<file path="src/rtl/mmu_dispatch_arbiter_if.sv">
// Request, issue and failure-response bundle between the MMU request FIFOs,
// the dispatch arbiter (master) and the surrounding FIFOs/datapath (slave).
interface mmu_dispatch_arbiter_if #(
   parameter int ID_W       = 8,
   parameter int IDX_W      = 20,
   parameter int CNT_W      = 4,
   parameter int SIZE_W     = 3,
   parameter int FIFO_CNT_W = 7
);
   logic                  alloc_req_pop;
   logic [ID_W-1:0]       alloc_req_id;
   logic [CNT_W-1:0]      alloc_req_page_count;
   logic                  alloc_fifo_empty;
   logic                  free_req_pop;
   logic [ID_W-1:0]       free_req_id;
   logic [IDX_W-1:0]      free_req_page_idx;
   logic [CNT_W-1:0]      free_req_page_count;
   logic                  free_fifo_empty;
   logic [FIFO_CNT_W-1:0] free_fifo_data_count;
   logic                  alloc_req_valid_fdt_out;
   logic [ID_W-1:0]       alloc_req_id_fdt_out;
   logic [SIZE_W-1:0]     alloc_req_size_fdt_out;
   logic                  free_req_valid_or_tree_out;
   logic [ID_W-1:0]       free_req_id_or_tree_out;
   logic [IDX_W-1:0]      free_req_page_idx_or_tree_out;
   logic [SIZE_W-1:0]     free_req_size_or_tree_out;
   logic                  alloc_rsp_write_en;
   logic [ID_W-1:0]       alloc_rsp_id;
   logic [1:0]            alloc_rsp_fail_reason;
   logic                  alloc_rsp_fifo_almost_full;
   logic                  free_rsp_write_en;
   logic [ID_W-1:0]       free_rsp_id;
   logic [1:0]            free_rsp_fail_reason;
   logic                  free_rsp_fifo_almost_full;
   logic                  fdt_blocked_fdt_in;
   logic                  mode_out;
   logic [15:0]           reject_count;

   modport master (
      output alloc_req_pop, free_req_pop,
      output alloc_req_valid_fdt_out, alloc_req_id_fdt_out, alloc_req_size_fdt_out,
      output free_req_valid_or_tree_out, free_req_id_or_tree_out,
      output free_req_page_idx_or_tree_out, free_req_size_or_tree_out,
      output alloc_rsp_write_en, alloc_rsp_id, alloc_rsp_fail_reason,
      output free_rsp_write_en, free_rsp_id, free_rsp_fail_reason,
      output mode_out, reject_count,
      input  alloc_req_id, alloc_req_page_count, alloc_fifo_empty,
      input  free_req_id, free_req_page_idx, free_req_page_count,
      input  free_fifo_empty, free_fifo_data_count,
      input  alloc_rsp_fifo_almost_full, free_rsp_fifo_almost_full,
      input  fdt_blocked_fdt_in
   );

   modport slave (
      input  alloc_req_pop, free_req_pop,
      input  alloc_req_valid_fdt_out, alloc_req_id_fdt_out, alloc_req_size_fdt_out,
      input  free_req_valid_or_tree_out, free_req_id_or_tree_out,
      input  free_req_page_idx_or_tree_out, free_req_size_or_tree_out,
      input  alloc_rsp_write_en, alloc_rsp_id, alloc_rsp_fail_reason,
      input  free_rsp_write_en, free_rsp_id, free_rsp_fail_reason,
      input  mode_out, reject_count,
      output alloc_req_id, alloc_req_page_count, alloc_fifo_empty,
      output free_req_id, free_req_page_idx, free_req_page_count,
      output free_fifo_empty, free_fifo_data_count,
      output alloc_rsp_fifo_almost_full, free_rsp_fifo_almost_full,
      output fdt_blocked_fdt_in
   );
endinterface

</file>
<file path="src/rtl/mmu_dispatch_arbiter.sv">
// Weighted alloc/free request dispatcher: validates page counts, encodes sizes,
// rejects bad requests into the response FIFOs and drains on every mode switch.
module mmu_dispatch_arbiter #(
   parameter int ID_W           = 8,
   parameter int IDX_W          = 20,
   parameter int CNT_W          = 4,
   parameter int SIZE_W         = 3,
   parameter int MAX_PAGES      = 8,
   parameter int FIFO_CNT_W     = 7,
   parameter int FREE_THRESHOLD = 64,
   parameter int ALLOC_BURST    = 4,
   parameter int FREE_BURST     = 4,
   parameter int SWITCH_DRAIN   = 5
) (
   input logic                    clk,
   input logic                    rst_n,
   mmu_dispatch_arbiter_if.master bus
);
   localparam int   BURST_MAX  = (ALLOC_BURST > FREE_BURST) ? ALLOC_BURST : FREE_BURST;
   localparam int   BURST_W    = $clog2(BURST_MAX + 1);
   localparam int   DRAIN_W    = $clog2(SWITCH_DRAIN + 2);
   localparam logic MODE_ALLOC = 1'b0;
   localparam logic MODE_FREE  = 1'b1;

   typedef enum logic [1:0] {SELECT, POP, CHECK, DRAIN} state_t;

   state_t              state;
   logic                mode;
   logic [BURST_W-1:0]  burst_cnt;
   logic [DRAIN_W-1:0]  drain_cnt;

   logic                  alloc_ok, free_ok, free_urgent, cur_ok, oth_ok;
   logic                  want_valid, want_mode;
   logic [BURST_W-1:0]    quota;
   logic [CNT_W-1:0]      chk_count;
   logic [ID_W-1:0]       chk_id;
   logic [IDX_W-1:0]      chk_idx;
   logic [FIFO_CNT_W-1:0] free_occ;
   logic [1:0]            chk_reason;
   logic [SIZE_W-1:0]     chk_size;

   // ceil(log2(count)) for legal counts 1..MAX_PAGES
   function automatic logic [SIZE_W-1:0] size_code(input logic [CNT_W-1:0] count);
      logic [SIZE_W-1:0] s;
      s = '0;
      for (int i = 0; i < CNT_W; i++)
         if ((32'd1 << i) < 32'(count)) s = SIZE_W'(i + 1);
      return s;
   endfunction

   function automatic logic [1:0] fail_reason(input logic [CNT_W-1:0] count);
      if (count == '0) return 2'd1;
      if (32'(count) > MAX_PAGES) return 2'd2;
      return 2'd0;
   endfunction

   function automatic logic [15:0] sat_inc16(input logic [15:0] v);
      return (v == 16'hFFFF) ? v : v + 16'd1;
   endfunction

   function automatic logic [BURST_W-1:0] sat_inc_burst(input logic [BURST_W-1:0] v,
                                                        input logic [BURST_W-1:0] lim);
      return (v >= lim) ? lim : v + BURST_W'(1);
   endfunction

   assign free_occ    = bus.free_fifo_data_count;
   assign alloc_ok    = !bus.alloc_fifo_empty && !bus.fdt_blocked_fdt_in && !bus.alloc_rsp_fifo_almost_full;
   assign free_ok     = !bus.free_fifo_empty && !bus.free_rsp_fifo_almost_full;
   assign free_urgent = free_ok && (32'(free_occ) >= FREE_THRESHOLD);
   assign cur_ok      = (mode == MODE_FREE) ? free_ok : alloc_ok;
   assign oth_ok      = (mode == MODE_FREE) ? alloc_ok : free_ok;
   assign quota       = (mode == MODE_FREE) ? BURST_W'(FREE_BURST) : BURST_W'(ALLOC_BURST);

   assign chk_count  = (mode == MODE_FREE) ? bus.free_req_page_count : bus.alloc_req_page_count;
   assign chk_id     = (mode == MODE_FREE) ? bus.free_req_id : bus.alloc_req_id;
   assign chk_idx    = bus.free_req_page_idx;
   assign chk_reason = fail_reason(chk_count);
   assign chk_size   = size_code(chk_count);

   // Backlog override first, then stick with the current mode while it has quota
   // or nothing else is waiting.
   always_comb begin
      want_valid = 1'b1;
      want_mode  = mode;
      if (free_urgent)                                 want_mode  = MODE_FREE;
      else if (cur_ok && ((burst_cnt < quota) || !oth_ok)) want_mode  = mode;
      else if (oth_ok)                                 want_mode  = !mode;
      else                                             want_valid = 1'b0;
   end

   assign bus.alloc_req_pop = (state == POP) && (mode == MODE_ALLOC) && alloc_ok;
   assign bus.free_req_pop  = (state == POP) && (mode == MODE_FREE) && free_ok;
   assign bus.mode_out      = mode;

   always_ff @(posedge clk or negedge rst_n) begin
      if (!rst_n) begin
         state                             <= SELECT;
         mode                              <= MODE_ALLOC;
         burst_cnt                         <= '0;
         drain_cnt                         <= '0;
         bus.alloc_req_valid_fdt_out       <= 1'b0;
         bus.alloc_req_id_fdt_out          <= '0;
         bus.alloc_req_size_fdt_out        <= '0;
         bus.free_req_valid_or_tree_out    <= 1'b0;
         bus.free_req_id_or_tree_out       <= '0;
         bus.free_req_page_idx_or_tree_out <= '0;
         bus.free_req_size_or_tree_out     <= '0;
         bus.alloc_rsp_write_en            <= 1'b0;
         bus.alloc_rsp_id                  <= '0;
         bus.alloc_rsp_fail_reason         <= '0;
         bus.free_rsp_write_en             <= 1'b0;
         bus.free_rsp_id                   <= '0;
         bus.free_rsp_fail_reason          <= '0;
         bus.reject_count                  <= '0;
      end else begin
         bus.alloc_req_valid_fdt_out    <= 1'b0;
         bus.free_req_valid_or_tree_out <= 1'b0;
         bus.alloc_rsp_write_en         <= 1'b0;
         bus.alloc_rsp_id               <= '0;
         bus.alloc_rsp_fail_reason      <= '0;
         bus.free_rsp_write_en          <= 1'b0;
         bus.free_rsp_id                <= '0;
         bus.free_rsp_fail_reason       <= '0;
         case (state)
            SELECT: begin
               if (want_valid) begin
                  if (want_mode == mode) begin
                     state <= POP;
                  end else begin
                     mode      <= want_mode;
                     burst_cnt <= '0;
                     drain_cnt <= DRAIN_W'(SWITCH_DRAIN - 1);
                     state     <= (SWITCH_DRAIN == 0) ? POP : DRAIN;
                  end
               end
            end
            DRAIN: begin
               if (drain_cnt == '0) state <= POP;
               else                 drain_cnt <= drain_cnt - DRAIN_W'(1);
            end
            POP: state <= cur_ok ? CHECK : SELECT;
            CHECK: begin
               state <= SELECT;
               if (chk_reason != 2'd0) begin
                  bus.reject_count <= sat_inc16(bus.reject_count);
                  if (mode == MODE_FREE) begin
                     bus.free_rsp_write_en    <= 1'b1;
                     bus.free_rsp_id          <= chk_id;
                     bus.free_rsp_fail_reason <= chk_reason;
                  end else begin
                     bus.alloc_rsp_write_en    <= 1'b1;
                     bus.alloc_rsp_id          <= chk_id;
                     bus.alloc_rsp_fail_reason <= chk_reason;
                  end
               end else begin
                  burst_cnt <= sat_inc_burst(burst_cnt, quota);
                  if (mode == MODE_FREE) begin
                     bus.free_req_valid_or_tree_out    <= 1'b1;
                     bus.free_req_id_or_tree_out       <= chk_id;
                     bus.free_req_page_idx_or_tree_out <= chk_idx;
                     bus.free_req_size_or_tree_out     <= chk_size;
                  end else begin
                     bus.alloc_req_valid_fdt_out <= 1'b1;
                     bus.alloc_req_id_fdt_out    <= chk_id;
                     bus.alloc_req_size_fdt_out  <= chk_size;
                  end
               end
            end
            default: state <= SELECT;
         endcase
      end
   end
endmodule

</file>
<file path="src/flat_wrapper.sv">
// flat-port wrapper written by rule: the top's interface ports become plain ports
module mmu_dispatch_arbiter_flat 
#(
   parameter int ID_W           = 8,
   parameter int IDX_W          = 20,
   parameter int CNT_W          = 4,
   parameter int SIZE_W         = 3,
   parameter int MAX_PAGES      = 8,
   parameter int FIFO_CNT_W     = 7,
   parameter int FREE_THRESHOLD = 64,
   parameter int ALLOC_BURST    = 4,
   parameter int FREE_BURST     = 4,
   parameter int SWITCH_DRAIN   = 5
)
  (clk, rst_n, bus_alloc_req_pop, bus_free_req_pop, bus_alloc_req_valid_fdt_out, bus_alloc_req_id_fdt_out, bus_alloc_req_size_fdt_out, bus_free_req_valid_or_tree_out, bus_free_req_id_or_tree_out, bus_free_req_page_idx_or_tree_out, bus_free_req_size_or_tree_out, bus_alloc_rsp_write_en, bus_alloc_rsp_id, bus_alloc_rsp_fail_reason, bus_free_rsp_write_en, bus_free_rsp_id, bus_free_rsp_fail_reason, bus_mode_out, bus_reject_count, bus_alloc_req_id, bus_alloc_req_page_count, bus_alloc_fifo_empty, bus_free_req_id, bus_free_req_page_idx, bus_free_req_page_count, bus_free_fifo_empty, bus_free_fifo_data_count, bus_alloc_rsp_fifo_almost_full, bus_free_rsp_fifo_almost_full, bus_fdt_blocked_fdt_in);
  mmu_dispatch_arbiter_if #(.ID_W(ID_W), .IDX_W(IDX_W), .CNT_W(CNT_W), .SIZE_W(SIZE_W), .FIFO_CNT_W(FIFO_CNT_W)) bus_i ();
  input logic clk;
  input logic rst_n;
  output wire logic [$bits(bus_i.alloc_req_pop)-1:0] bus_alloc_req_pop;
  output wire logic [$bits(bus_i.free_req_pop)-1:0] bus_free_req_pop;
  output wire logic [$bits(bus_i.alloc_req_valid_fdt_out)-1:0] bus_alloc_req_valid_fdt_out;
  output wire logic [$bits(bus_i.alloc_req_id_fdt_out)-1:0] bus_alloc_req_id_fdt_out;
  output wire logic [$bits(bus_i.alloc_req_size_fdt_out)-1:0] bus_alloc_req_size_fdt_out;
  output wire logic [$bits(bus_i.free_req_valid_or_tree_out)-1:0] bus_free_req_valid_or_tree_out;
  output wire logic [$bits(bus_i.free_req_id_or_tree_out)-1:0] bus_free_req_id_or_tree_out;
  output wire logic [$bits(bus_i.free_req_page_idx_or_tree_out)-1:0] bus_free_req_page_idx_or_tree_out;
  output wire logic [$bits(bus_i.free_req_size_or_tree_out)-1:0] bus_free_req_size_or_tree_out;
  output wire logic [$bits(bus_i.alloc_rsp_write_en)-1:0] bus_alloc_rsp_write_en;
  output wire logic [$bits(bus_i.alloc_rsp_id)-1:0] bus_alloc_rsp_id;
  output wire logic [$bits(bus_i.alloc_rsp_fail_reason)-1:0] bus_alloc_rsp_fail_reason;
  output wire logic [$bits(bus_i.free_rsp_write_en)-1:0] bus_free_rsp_write_en;
  output wire logic [$bits(bus_i.free_rsp_id)-1:0] bus_free_rsp_id;
  output wire logic [$bits(bus_i.free_rsp_fail_reason)-1:0] bus_free_rsp_fail_reason;
  output wire logic [$bits(bus_i.mode_out)-1:0] bus_mode_out;
  output wire logic [$bits(bus_i.reject_count)-1:0] bus_reject_count;
  input wire logic [$bits(bus_i.alloc_req_id)-1:0] bus_alloc_req_id;
  input wire logic [$bits(bus_i.alloc_req_page_count)-1:0] bus_alloc_req_page_count;
  input wire logic [$bits(bus_i.alloc_fifo_empty)-1:0] bus_alloc_fifo_empty;
  input wire logic [$bits(bus_i.free_req_id)-1:0] bus_free_req_id;
  input wire logic [$bits(bus_i.free_req_page_idx)-1:0] bus_free_req_page_idx;
  input wire logic [$bits(bus_i.free_req_page_count)-1:0] bus_free_req_page_count;
  input wire logic [$bits(bus_i.free_fifo_empty)-1:0] bus_free_fifo_empty;
  input wire logic [$bits(bus_i.free_fifo_data_count)-1:0] bus_free_fifo_data_count;
  input wire logic [$bits(bus_i.alloc_rsp_fifo_almost_full)-1:0] bus_alloc_rsp_fifo_almost_full;
  input wire logic [$bits(bus_i.free_rsp_fifo_almost_full)-1:0] bus_free_rsp_fifo_almost_full;
  input wire logic [$bits(bus_i.fdt_blocked_fdt_in)-1:0] bus_fdt_blocked_fdt_in;
  assign bus_alloc_req_pop = bus_i.alloc_req_pop;
  assign bus_free_req_pop = bus_i.free_req_pop;
  assign bus_alloc_req_valid_fdt_out = bus_i.alloc_req_valid_fdt_out;
  assign bus_alloc_req_id_fdt_out = bus_i.alloc_req_id_fdt_out;
  assign bus_alloc_req_size_fdt_out = bus_i.alloc_req_size_fdt_out;
  assign bus_free_req_valid_or_tree_out = bus_i.free_req_valid_or_tree_out;
  assign bus_free_req_id_or_tree_out = bus_i.free_req_id_or_tree_out;
  assign bus_free_req_page_idx_or_tree_out = bus_i.free_req_page_idx_or_tree_out;
  assign bus_free_req_size_or_tree_out = bus_i.free_req_size_or_tree_out;
  assign bus_alloc_rsp_write_en = bus_i.alloc_rsp_write_en;
  assign bus_alloc_rsp_id = bus_i.alloc_rsp_id;
  assign bus_alloc_rsp_fail_reason = bus_i.alloc_rsp_fail_reason;
  assign bus_free_rsp_write_en = bus_i.free_rsp_write_en;
  assign bus_free_rsp_id = bus_i.free_rsp_id;
  assign bus_free_rsp_fail_reason = bus_i.free_rsp_fail_reason;
  assign bus_mode_out = bus_i.mode_out;
  assign bus_reject_count = bus_i.reject_count;
  assign bus_i.alloc_req_id = bus_alloc_req_id;
  assign bus_i.alloc_req_page_count = bus_alloc_req_page_count;
  assign bus_i.alloc_fifo_empty = bus_alloc_fifo_empty;
  assign bus_i.free_req_id = bus_free_req_id;
  assign bus_i.free_req_page_idx = bus_free_req_page_idx;
  assign bus_i.free_req_page_count = bus_free_req_page_count;
  assign bus_i.free_fifo_empty = bus_free_fifo_empty;
  assign bus_i.free_fifo_data_count = bus_free_fifo_data_count;
  assign bus_i.alloc_rsp_fifo_almost_full = bus_alloc_rsp_fifo_almost_full;
  assign bus_i.free_rsp_fifo_almost_full = bus_free_rsp_fifo_almost_full;
  assign bus_i.fdt_blocked_fdt_in = bus_fdt_blocked_fdt_in;
  mmu_dispatch_arbiter #(.ID_W(ID_W), .IDX_W(IDX_W), .CNT_W(CNT_W), .SIZE_W(SIZE_W), .MAX_PAGES(MAX_PAGES), .FIFO_CNT_W(FIFO_CNT_W), .FREE_THRESHOLD(FREE_THRESHOLD), .ALLOC_BURST(ALLOC_BURST), .FREE_BURST(FREE_BURST), .SWITCH_DRAIN(SWITCH_DRAIN)) u_core (.clk(clk), .rst_n(rst_n), .bus(bus_i));
endmodule
</file>
<file path="config.mk">
export PLATFORM = sky130hd
export DESIGN_NAME = mmu_dispatch_arbiter_flat
export DESIGN_NICKNAME = d
export VERILOG_FILES = /design/src/rtl/mmu_dispatch_arbiter_if.sv /design/src/rtl/mmu_dispatch_arbiter.sv /design/src/flat_wrapper.sv
export SDC_FILE = /design/constraint.sdc
export NUM_CORES = 1
export LEC_CHECK = 0
export ABC_AREA = 1
export CAP_MARGIN = 30
export CORE_MARGIN = 1
export CORE_UTILIZATION = 45
export DETAILED_ROUTE_END_ITERATION = 6
export PLACE_DENSITY = 0.84
export SLEW_MARGIN = 5
export SYNTH_ARGS = -nofsm -noshare
export SYNTH_HDL_FRONTEND = slang
export SYNTH_SLANG_ARGS = --single-unit
</file>
<file path="constraint.sdc">
create_clock -name clk -period 2.1 [get_ports clk]
set_clock_uncertainty 0.2 [all_clocks]
set_input_delay 0.42 -clock clk [delete_from_list [all_inputs] [get_ports clk]]
set_output_delay 0.42 -clock clk [all_outputs]
set_load 0.02 [all_outputs]
</file>
-- Word-level counts from Yosys, hierarchy flattened
Cells that the tools add are included.
- word-level logic and storage cells: 130
- flip-flop bits (word level): 91
- output and inout port bits: 85
- reduce and logical (&&, ||, !) cells: 30
- $add $sub $neg: 3
- muxes and demuxes: 57
- equal/unequal tests: 10
- bitwise operators: 4
- magnitude comparators: 8
- operators by type and width (cell ; count):
    2-to-1 mux 8 bit ; 7
    2-to-1 mux 2 bit ; 16
    2-to-1 mux 3 bit ; 8
    2-to-1 mux 1 bit ; 22
    adder 16 x 1 -> 16 bit (second input constant) ; 1
    equality test 16 bit (second input constant) ; 1
    case mux 3 bit (2 select lines) ; 2
    AND reduction 3 bit ; 4
    logical AND 1 bit ; 9
    case mux 2 bit (4 select lines) ; 1
    AND reduction 4 bit ; 2
    greater-or-equal comparator 7 bit (second input constant) ; 1
    logical NOT 1 bit ; 7
    != test 2 bit (second input constant) ; 3
    nonzero test 2 bit ; 3
    equality test 2 bit (second input constant) ; 2
    > comparator 4 bit (second input constant) ; 1
    logical NOT 4 bit ; 1
    < comparator 1 x 4 -> 1 bit (first input constant) ; 1
    < comparator 2 x 4 -> 1 bit (first input constant) ; 1
    < comparator 3 x 4 -> 1 bit (first input constant) ; 1
    < comparator 4 bit (first input constant) ; 1
    2-to-1 mux 4 bit ; 1
    != test 2 x 1 -> 1 bit (second input constant) ; 2
    11 further kinds ; 14

-- Depth between registers and ports, before layout
- word-level depth: 13
- depth in mapped cells: 13

-- Worst setup path before layout
Ideal clock, no wire load.
- path kind: reg2reg
- start point: register u_core.mode, in the netlist u_core.bus.mode_out
- end point: register u_core.bus.free_req_id_or_tree_out[0]
- period minus slack after synthesis: 1983 ps
- required time: 1783 ps
- arrival: 1666 ps
- slack: 117 ps
- cell stages (with the launch flop): 14
- path through: dfrtp_1 -> buf_4 -> inv_2 -> nand2_1 -> nand2_1 -> nor2_2 -> inv_2 -> o21ai_4 -> nand2_4 -> nor2_4 -> inv_2 -> buf_6 -> nand2_1 -> nand2_1
- cells in the longest elaborated chain, start to end: 9
- elaborated cells on any way between the ends: 13
- classes of those cells: order compare (1); mux (8); bitwise (1); reduce/logical (3)
- RTL lines (element ; RTL line ; source):
    start: declaration ; mmu_dispatch_arbiter.sv:28 ; logic mode;
    start signal: assignment ; mmu_dispatch_arbiter.sv:130 ; mode <= want_mode;
    2-to-1 mux 4 bit ; mmu_dispatch_arbiter.sv:74 ; assign chk_count = (mode == MODE_FREE) ? bus.free_req_page_count : bus.alloc_req_page_count;
    > comparator 4 bit ; mmu_dispatch_arbiter.sv:53 ; if (32'(count) > MAX_PAGES) return 2'd2;
    2-to-1 mux 1 bit (2 in series) ; mmu_dispatch_arbiter.sv:53 ;
    2-to-1 mux 2 bit ; mmu_dispatch_arbiter.sv:54 ; return 2'd0;
    2-to-1 mux 2 bit ; mmu_dispatch_arbiter.sv:53 ;
    nonzero test 2 bit ; mmu_dispatch_arbiter.sv:144 ; if (chk_reason != 2'd0) begin
    inverter 1 bit (no source line) ; - ;
    AND reduction 3 bit (no source line) ; - ;
    end signal: assignment ; mmu_dispatch_arbiter.sv:159 ; bus.free_req_id_or_tree_out <= chk_id;
    end: declaration ; mmu_dispatch_arbiter_if.sv:42 ; output free_req_valid_or_tree_out, free_req_id_or_tree_out,
Parallel ways exist; a longest one is shown, timed or not. The select of a mux whose other input is x is not followed.
A chain may end at the register's enable or synchronous reset.

-- Worst setup path after layout
- start point: register u_core.bus.reject_count[13]
- end point: output bus_reject_count[13]
- RTL lines (element ; RTL line ; source):
    start: declaration ; mmu_dispatch_arbiter_if.sv:46 ; output mode_out, reject_count,
    start signal: assignment ; mmu_dispatch_arbiter.sv:145 ; bus.reject_count <= sat_inc16(bus.reject_count);
    end: declaration ; flat_wrapper.sv:35 ; output wire logic [$bits(bus_i.reject_count)-1:0] bus_reject_count;
No word-level cell between the ends.

==> flow_summary.json <==
{
  "outcome": "finished with violations",
  "violations": "design-rule violations",
  "period_share_pct": 97.58,
  "wl_per_cell_um": 13.60,
  "fmax_mhz": 488.0,
  "wirelength_um": 10480,
  "cp_slowest_stage_delay_ps": 640,
  "clock_sinks": 91,
  "antenna_found_initial": 0,
  "synth_warnings": 0,
  "path_delay_family": "buffers and inverters",
  "htreeDepth": 3,
  "drc": 26,
  "finalWorstSetupSlack_ps": 50.83,
  "r2r_setup_slack_ps": 130,
  "start_util_pct": 46.77,
  "dieArea_um2": 9539,
  "ys_types": 32,
  "synth_nets": 558,
  "relSlewSlack_pct": 73.53,
  "startpoint_type": "flip-flop",
  "cts_tree": "built",
  "ir_drop_mv": 0.5661,
  "hold_path.startpoint": "u_core.bus.free_req_page_idx_or_tree_out[4]",
  "post-place-ws_ps": -416.4,
  "r2r_start": "u_core.bus.mode_out",
  "post-route-util_pct": 68.67,
  "num_vias": 3791,
  "cp.arrival_ps": 1430,
  "crit_slowest_cell": "clkdlybuf4s50_1",
  "synthToLayoutAreaGrowth_pct": 46.81,
  "viasPerCell": 4.917,
  "clk_pin_slew_worst_paths_ps": 90,
  "p_leak_nw": 3.133,
  "hpwl_um": 7868,
  "fp.dieW_um": 97.67,
  "crit_chain": "clkdlybuf4s50_1",
  "firstDrtPassIters": 7,
  "grt_max_degree": 31,
  "clk-insertion-delay-late_ps": 350,
  "seq_area_frac_synth_pct": 55.29,
  "criticalPathCategory": "reg -> out",
  "avgSynthCellArea_um2": 8.406,
  "overflow": 0,
  "port_buffers": 136,
  "min_to": "u_core.bus.free_req_page_idx_or_tree_out[4]",
  "io_pins": 143,
  "syn_area_um2": 4119,
  "cts_root_buffer": "clkbuf_8",
  "hp-class": "reg -> reg",
  "core_um2": 8806,
  "worst_hold_slack_ps": 277.0,
  "min_period_ps": 2049,
  "drive_above_1_share_pct": 11.61,
  "hold_depth": 2,
  "reg2reg_depth": 12,
  "ctsLongestPathBuffers": 2,
  "grt_pass1_wl_um": 17120,
  "ys_ff_latch": 91,
  "cp_max_fo": 5,
  "rr_endpoint": "u_core.bus.free_req_page_idx_or_tree_out[11]",
  "final_antenna_net_count": 0,
  "setup_viol": 0,
  "maxCapViolCount": 0,
  "worst_slew_pin_slew_ps": 390.9,
  "final_max_slew_viol_count": 0,
  "powerDensity_nw_per_um2": 1201,
  "path_buf_inv": 1,
  "hold_viol": 0,
  "die_h_um": 97.67,
  "cp.required_ps": 1480,
  "end_kind": "output pin",
  "drt_iter0_markers": 180,
  "cts_buffers": 9,
  "grt_usage_pct": 22.49,
  "diodes": 0,
  "nets": 726,
  "gp_congestion": 0.8504,
  "num_rows": 34,
  "total_power_w": 0.007262,
  "grt_pass1_vias": 3735,
  "rsz0062_at_grt": "yes",
  "synth_cells": 490
}
[cell families (layout without fill, tap and decap cells)]
group / Yosys count / in the layout / share of synthesized area [%]
compound gates: 29 / 29 / 4.192
buf+inv: 51 / 224 / 5.711
flops: 91 / 91 / 55.29
xor+xnor: 13 / 13 / 2.764
simple gates: 296 / 296 / 29.01
fa+ha+maj: 10 / 10 / 3.038
[cells in the final DEF (no fill, tap or decap), drive strengths merged, types with 2 or more instances in the layout]
| cell type | count |
|---|---|
| nor3 | 12 |
| o21ai | 19 |
| inv | 42 |
| xor2 | 9 |
| dlygate4sd2 | 5 |
| clkinv | 2 |
| or2 | 2 |
| clkdlybuf4s50 | 121 |
| nand2 | 215 |
| clkbuf | 9 |
| nand3 | 13 |
| xnor2 | 4 |
| dfrtp | 91 |
| nor2 | 47 |
| nand4 | 3 |
| buf | 36 |
| a21oi | 5 |
| ha | 10 |
| dlymetal6s2s | 6 |
| a31oi | 2 |
| nor4 | 2 |
[power breakdown]
group	switching (W)	internal (W)
combinational	0.00201	0.00157
sequential	0.000307	0.00225
clock	0.000664	0.000459
total	0.00298	0.00428
[final cells by class]
class	count	area, um^2
multi-input cells	348	1635
fillers	687	2759
inverters	38	147.6
clock buffers	9	123.9
clock inverters	7	65.06
repair buffers	170	1662
flip-flops and latches	91	2278
well taps	108	135.1
[state kept, by name, indices dropped and copies added (netlist names)]
| name | count |
|---|---|
| u_core.bus.alloc_rsp_write_en | 1 |
| u_core.bus.alloc_req_id_fdt_out | 8 |
| u_core.bus.alloc_rsp_id | 8 |
| u_core.bus.alloc_rsp_fail_reason | 2 |
| u_core.bus.free_req_id_or_tree_out | 8 |
| u_core.bus.free_req_valid_or_tree_out | 1 |
| u_core.bus.free_rsp_fail_reason | 2 |
| u_core.burst_cnt | 3 |
| u_core.bus.free_req_size_or_tree_out | 3 |
| u_core.bus.reject_count | 16 |
| u_core.bus.free_req_page_idx_or_tree_out | 20 |
| u_core.bus.mode_out | 1 |
| u_core.state | 2 |
| u_core.bus.free_rsp_write_en | 1 |
| u_core.drain_cnt | 3 |
| u_core.bus.alloc_req_size_fdt_out | 3 |
| u_core.bus.free_rsp_id | 8 |
| u_core.bus.alloc_req_valid_fdt_out | 1 |
[repair_timing]
action / 4_1_cts / 5_1_grt
pin swaps: 0 / 4
setup endpoints to repair: 8 / 78
hold buffers: 1 / 0
resized for setup: 16 / 22
buffers inserted: 0 / 2
hold endpoints to repair: 17 / 0
[worst max path at each step]
| stage | start | endpoint | slack (ps) | cells after the start |
|---|---|---|---|---|
| 2_1_floorplan | u_core.bus.mode_out | u_core.bus.free_req_id_or_tree_out[0] | 120 | 13 |
| 3_3_place_gp | bus_fdt_blocked_fdt_in | bus_alloc_req_pop | -350 | 7 |
| 3_5_place_dp | bus_fdt_blocked_fdt_in | bus_alloc_req_pop | -420 | 7 |
| 6_report | u_core.bus.reject_count[13] | bus_reject_count[13] | 50 | 1 |
| 4_1_cts | u_core.bus.mode_out | u_core.bus.free_req_size_or_tree_out[0] | 10 | 11 |
| 5_1_grt | u_core.bus.reject_count[1] | u_core.bus.reject_count[15] | -40 | 8 |
[per-stage QoR]
stage                     setup TNS (ps)  instance area [um^2]  instances
after global routing              -152.5                  6047        771
after CTS                              0                  5976        769
after global placement             -8826                  5791        752
after floorplan                        0                  4119        490
final                                  0                  6047        771
after detailed placement          -14060                  5791        752
[layer usage]
layer | up-vias | routed length [um] | track usage [%]
li1 | 1851 | - | -
met1 | 1792 | 4506 | 28.38
met2 | 126 | 5225 | 38.30
met3 | 22 | 540 | 3.957
met4 | 0 | 210 | 8.974
met5 | - | 0 | 0
[synth_stat cells]
| master | n | area [um^2] |
|---|---|---|
| o21ai_0 | 17 | 85.08 |
| o211ai_1 | 1 | 7.510 |
| nand3_1 | 13 | 65.06 |
| ha_1 | 10 | 125.1 |
| nand2_2 | 2 | 12.51 |
| or2_2 | 2 | 12.51 |
| o21ai_1 | 1 | 5.000 |
| dfrtp_1 | 91 | 2277 |
| nor3b_1 | 1 | 7.510 |
| buf_4 | 5 | 37.54 |
| nor4_1 | 2 | 12.51 |
| nor3_1 | 12 | 60.06 |
| buf_6 | 3 | 33.78 |
| nand2_1 | 212 | 795.8 |
| nor2_4 | 1 | 11.26 |
| buf_2 | 2 | 10.01 |
| xor2_1 | 9 | 78.83 |
| nor2_2 | 3 | 18.77 |
| o2111ai_1 | 1 | 8.760 |
| xnor2_1 | 4 | 35.03 |
| clkbuf_1 | 3 | 11.26 |
| nor2_1 | 43 | 161.4 |
| o21ai_4 | 1 | 16.27 |
| o311ai_0 | 1 | 8.760 |
| inv_1 | 33 | 123.9 |
| a31oi_1 | 2 | 12.51 |
| a21oi_1 | 4 | 20.02 |
| nand4_1 | 3 | 18.77 |
| inv_2 | 5 | 18.77 |
| a21oi_2 | 1 | 8.760 |
| nand3b_1 | 1 | 7.510 |
| nand2_4 | 1 | 11.26 |
Note: power is estimated with default switching activity, not from simulation.
